**config.mk**
```make
export PLATFORM = sky130hd
export DESIGN_NAME = wb_stage_regfile
export DESIGN_NICKNAME = d
export VERILOG_FILES = /design/src/rtl/kolum_pkg.sv /design/src/rtl/wb_result_mux.sv /design/src/rtl/wb_stage_regfile.sv
export SDC_FILE = /design/constraint.sdc
export NUM_CORES = 1
export LEC_CHECK = 0
export ABC_AREA = 1
export CAP_MARGIN = 30
export CORE_ASPECT_RATIO = 0.75
export CORE_MARGIN = 2
export CORE_UTILIZATION = 50
export DETAILED_ROUTE_END_ITERATION = 8
export MAX_ROUTING_LAYER = met4
export PLACE_DENSITY = 0.78
export RECOVER_POWER = 100
export SLEW_MARGIN = 20
export SYNTH_ARGS = -nofsm -noshare
export SYNTH_HDL_FRONTEND = slang
export SYNTH_SLANG_ARGS = --single-unit
```
**constraint.sdc**
```tcl
create_clock -name clk -period 2.9 [get_ports clk]
set_input_delay 0.58 -clock clk [delete_from_list [all_inputs] [get_ports clk]]
set_output_delay 0.58 -clock clk [all_outputs]
set_load 0.03 [all_outputs]
```
**src/rtl/kolum_pkg.sv**
```systemverilog
// rtl/kolum_pkg.sv - shared register-file constants and helpers for the write-back stage
package kolum_pkg;
    localparam int               REG_ADDR_W    = 4;
    localparam int               NUM_ARCH_REGS = 15;
    localparam logic [REG_ADDR_W-1:0] REG_PC   = 4'd15;

    function automatic logic is_pc(input logic [REG_ADDR_W-1:0] addr);
        return addr == REG_PC;
    endfunction
endpackage

```
**src/rtl/wb_result_mux.sv**
```systemverilog
// rtl/wb_result_mux.sv - 2:1 write-back result select (loaded data vs ALU result)
module wb_result_mux #(
    parameter int Width = 32
) (
    input  logic             i_mem_read,
    input  logic [Width-1:0] i_alu_res,
    input  logic [Width-1:0] i_data_mem,
    output logic [Width-1:0] o_result
);
    assign o_result = i_mem_read ? i_data_mem : i_alu_res;
endmodule

```
**src/rtl/wb_stage_regfile.sv**
```systemverilog
// rtl/wb_stage_regfile.sv - write-back commit, R0-R14 register file, PC-mapped R15, retire counter (WB_BYPASS_EN)
module wb_stage_regfile
    import kolum_pkg::*;
#(
    parameter int Width    = 32,
    parameter int CntWidth = 32
) (
    input  logic                  clk,
    input  logic                  rst,
    input  logic                  en,
    input  logic                  wb_enable_in,
    input  logic                  mem_read_in,
    input  logic [Width-1:0]      alu_res_in,
    input  logic [Width-1:0]      data_mem_in,
    input  logic [REG_ADDR_W-1:0] dest_in,
    input  logic [31:0]           pc_id_in,
    input  logic [REG_ADDR_W-1:0] src1,
    input  logic [REG_ADDR_W-1:0] src2,
    output logic [Width-1:0]      val1,
    output logic [Width-1:0]      val2,
    output logic [Width-1:0]      wb_value_out,
    output logic                  pc_write_err,
    output logic [CntWidth-1:0]   wb_count
);
    logic [Width-1:0]    r_regs [NUM_ARCH_REGS];
    logic [CntWidth-1:0] r_count;
    logic                r_pc_write_err;

    logic [Width-1:0]    w_wb_value;
    logic                w_wr_req;
    logic                w_commit;
    logic                w_pc_write;

    wb_result_mux #(.Width(Width)) u_result_mux (
        .i_mem_read (mem_read_in),
        .i_alu_res  (alu_res_in),
        .i_data_mem (data_mem_in),
        .o_result   (w_wb_value)
    );

    assign w_wr_req   = en && wb_enable_in;
    assign w_commit   = w_wr_req && !is_pc(dest_in);
    assign w_pc_write = w_wr_req && is_pc(dest_in);

    // Reset wins over a commit arriving in the same cycle.
    always_ff @(posedge clk) begin
        if (rst) begin
            for (int i = 0; i < NUM_ARCH_REGS; i++) begin
                r_regs[i] <= '0;
            end
            r_count        <= '0;
            r_pc_write_err <= 1'b0;
        end else begin
            if (w_commit) begin
                r_regs[dest_in] <= w_wb_value;
                r_count         <= r_count + CntWidth'(1);
            end
            r_pc_write_err <= w_pc_write;
        end
    end

    // R15 is the PC and never lives in the array.
    function automatic logic [Width-1:0] read_port(input logic [REG_ADDR_W-1:0] addr);
        if (is_pc(addr)) begin
            return Width'(pc_id_in);
        end
`ifdef WB_BYPASS_EN
        if (w_commit && (addr == dest_in)) begin
            return w_wb_value;
        end
`endif
        return r_regs[addr];
    endfunction

    assign val1         = read_port(src1);
    assign val2         = read_port(src2);
    assign wb_value_out = w_wb_value;
    assign pc_write_err = r_pc_write_err;
    assign wb_count     = r_count;
endmodule
```
==> metrics.csv <==
stage;metric;value;unit
logic_synthesis;Distinct cells, synth;32;
flow_run;number of violations of the max-capacitance limit;0;
worst_setup_path;Reg2Reg Depth;8;
timing;FMAX;350;MHz
placed_design;DP HPWL;67700;µm
routing;Pre-antenna DRT Iters;7;
cells_and_area;Area Growth Syn to Fin;18.7;%
logic_synthesis;Area contributors post-synth;edfxtp_1 50%, nand2_1 11%, nor2_1 11%;
timing;RSZ-0062 raised after global routing;false;
logic_synthesis;largest family of logic cells by synthesized area;simple AND/OR/NAND/NOR gates;
global_routing;GRT Resource Usage Total;0.318;
logic_synthesis;Synth Area in Compound Gates;0.126;
routing;ANT nets after route;0;
cells_and_area;share of layout cells above drive strength 1;0.0879;
global_routing;global-route wire length before repair;151000;µm
cells_and_area;Layout fillers;5257;
routing;DR WL/cell;20.2;µm
timing;Slew headroom;0.155;
pwr;Leakage;0.0157;µW
worst_setup_path;crit path kind;in2out;
timing;Final setup viols;0;
logic_synthesis;FF+latch count, synth;545;
cells_and_area;most common cell after layout, fill and taps aside;nand2_1;
placed_design;Final GP Congestion;0.976;
min_path;Worst Hold Class;reg2reg;
routing;Vias/cell;5.76;
floorplan;Die Ht;219;µm
worst_setup_path;worst path cell trace;buf_8 > buf_12 > clkbuf_4 > a21oi_1 > o21ai_0 > nand3_1 > nand3_1 > a21oi_1 > buf_2;
global_routing;largest net degree at the start of global routing;125;
worst_setup_path;worst path arrival time;2.28;ns
placed_design;placed cell count;4918;
floorplan;starting density of the core;0.507;
logic_synthesis;cell count after synthesis;3909;
min_path;worst hold stages;2;
worst_setup_path;CP max FO;34;
clocking;clock insertion delay at the later pin of the skew report;0.61;ns
timing;TNS Setup;0;ns
logic_synthesis;Synth area leader;edfxtp_1;
clocking;CTS clk-pin slew, worst paths;0.07;ns
timing;fin worst setup slack;0.0395;ns
floorplan;Top-Level Pins;242;
floorplan;full die area;63500;µm²
logic_synthesis;synthesized area;30800;µm²
cells_and_area;most frequent cells in the layout;919 x nand2_1, 893 x nor2_1, 512 x edfxtp_1;
worst_setup_path;crit start category;input port;
logic_synthesis;post-synthesis sequential area ratio;0.521;
timing;final hold slack;0.477;ns
placed_design;PortBufs;241;
clocking;Clock Sinks;545;
floorplan;Core Rows;78;
routing;via count;28900;
timing;Final Hold Vio Count;0;
global_routing;global route overflow;0;
worst_setup_path;Worst EP required;2.32;ns
timing;period utilization;0.986;
cells_and_area;multi-input combinational cell area;12000;µm²
logic_synthesis;Post-Synth XOR/XNOR Area;0.000854;
clocking;Max clock buf depth;3;
clocking;cts hold-fix bufs;0;
logic_synthesis;adder and majority gate portion of the synthesized area;0.000407;
worst_setup_path;Crit Reg-Reg Startpoint;wb_count[0];
min_path;hold path startpoint;wb_count[10];
clocking;total CTS buffers;54;
routing;# DRC;0;
cells_and_area;# nets final;4295;
pwr;P per Cell Area;531;nW/µm²
clocking;CTS root buf;clkbuf_16;
timing;Worst Skew;0.00516;ns
logic_synthesis;post-synthesis simple-gate area fraction;0.258;
timing;fin crit period;2.86;ns
global_routing;vias in the first global route;26200;
worst_setup_path;critical path's slowest cell;clkbuf_4;
logic_synthesis;syn avg cell area;7.87;µm²
routing;Iter 0 DRT Violations;4486;
floorplan;core box area;60600;µm²
clocking;htree depth;2;
logic_synthesis;mux cell area share after synthesis;0;
worst_setup_path;max incr delay on CP;0.30;ns
worst_setup_path;reg-to-reg critical path endpoint;wb_count[22];
routing;Detailed Route WL;102000;µm
min_path;Hold Path End;wb_count[10];
pwr;Peak VDD IR;0.000477;V
cells_and_area;Seq. cell area;16000;µm²
worst_setup_path;worst setup path start;src2[0];
worst_setup_path;reg2reg setup slack;0.81;ns
global_routing;antenna violations before repair;0;
timing;Final Max Slew Viols;0;
status;status;completed;
floorplan;Die W;290;µm
clocking;CTS tree;done;
timing;worst-margin pin slew;1.27;ns
cells_and_area;diode count;0;
placed_design;pre-CTS setup slack;-0.0116;ns
cells_and_area;Final Non-Filler Cells;5021;
worst_setup_path;Setup crit end kind;primary output;
logic_synthesis;Synth top area share;0.500;
logic_synthesis;Ys Warns;0;
## sequential cells by signal, summed over array words and instances (netlist names)
register,flops
r_regs,512
wb_count,32
pc_write_err,1
## Yosys cell counts
cell type,instances
nor2_4,1
o21a_1,1
conb_1,1
dfxtp_1,33
nor3b_1,1
edfxtp_1,512
clkinv_1,2
xnor2_1,1
inv_2,2
buf_1,19
nor3_2,2
and2_1,2
xor2_1,2
o21ai_0,233
buf_4,1
nor2_1,894
nand3_1,187
ha_1,1
inv_1,377
nor3_1,6
nand3b_1,1
buf_6,24
a31oi_1,1
o211ai_1,224
clkbuf_1,100
nand4_1,13
o21ai_1,32
nand2_1,919
clkbuf_2,2
buf_2,144
nor2_2,2
a21oi_1,169
## worst max-delay path, delay by kind of cell
kind / cells / cell delay, ns
compound gates: 3 / 0.55
buf+inv: 4 / 0.87
simple gates: 2 / 0.26
## metrics by stage
stage | total power, µW | utilization | area [µm²]
finish | 19400 | 0.602 | 36500
global route | 20000 | 0.602 | 36500
CTS | 19400 | 0.608 | 36800
detailed placement | 12800 | 0.581 | 35200
floorplan | 11200 | - | 30900
global placement | 12700 | 0.581 | 35200
## layout make-up
| type | instances | share of cell area |
|---|---|---|
| clock buffer | 65 | 0.0387 |
| clock inverter | 31 | 0.00600 |
| inverter | 381 | 0.0392 |
| multi-input combinational | 2724 | 0.328 |
| sequential | 545 | 0.439 |
| tap | 800 | 0.0274 |
| timing repair buffer | 475 | 0.122 |
## per-layer routing
layer  GRT usage  up-vias  routed length [µm]
li1            -    13300                   -
met1       0.428    13300               38900
met2       0.479     2067               45100
met3      0.0631      249               13800
met4       0.120        0                3640
met5           -        -                   0
## kinds of logic after synthesis
group	after synthesis
other	1
AND/OR/NAND/NOR	2028
XOR/XNOR	3
buffers and inverters	671
flip-flops	545
adder cells (fa/ha/maj)	1
AO/OA/AOI/OAI	660
## power by group
part	total, µW	internal, µW	leakage (µW)	switching (µW)
sequential	9200	9020	0.00515	172
combinational	3420	1130	0.00979	2300
clock	6750	3710	0.000795	3040
total	19400	13900	0.0157	5510
## worst max path at each step
stage,depth (start not counted),endpoint,slack [ns]
after global placement,10,val1[8],0.02
after CTS,10,val1[10],0.005
final,9,val2[11],0.04
after global routing,10,val2[23],0.002
after floorplan,7,r_regs[13][0],0.32
after detailed placement,10,val1[8],-0.01
## repair_timing
item,4_1_cts,5_1_grt
setup endpoints to repair,1,42
gates resized for setup,1,18
setup buffers,0,5
cloned,0,2
No activity file was read; power rests on OpenSTA's default activity.
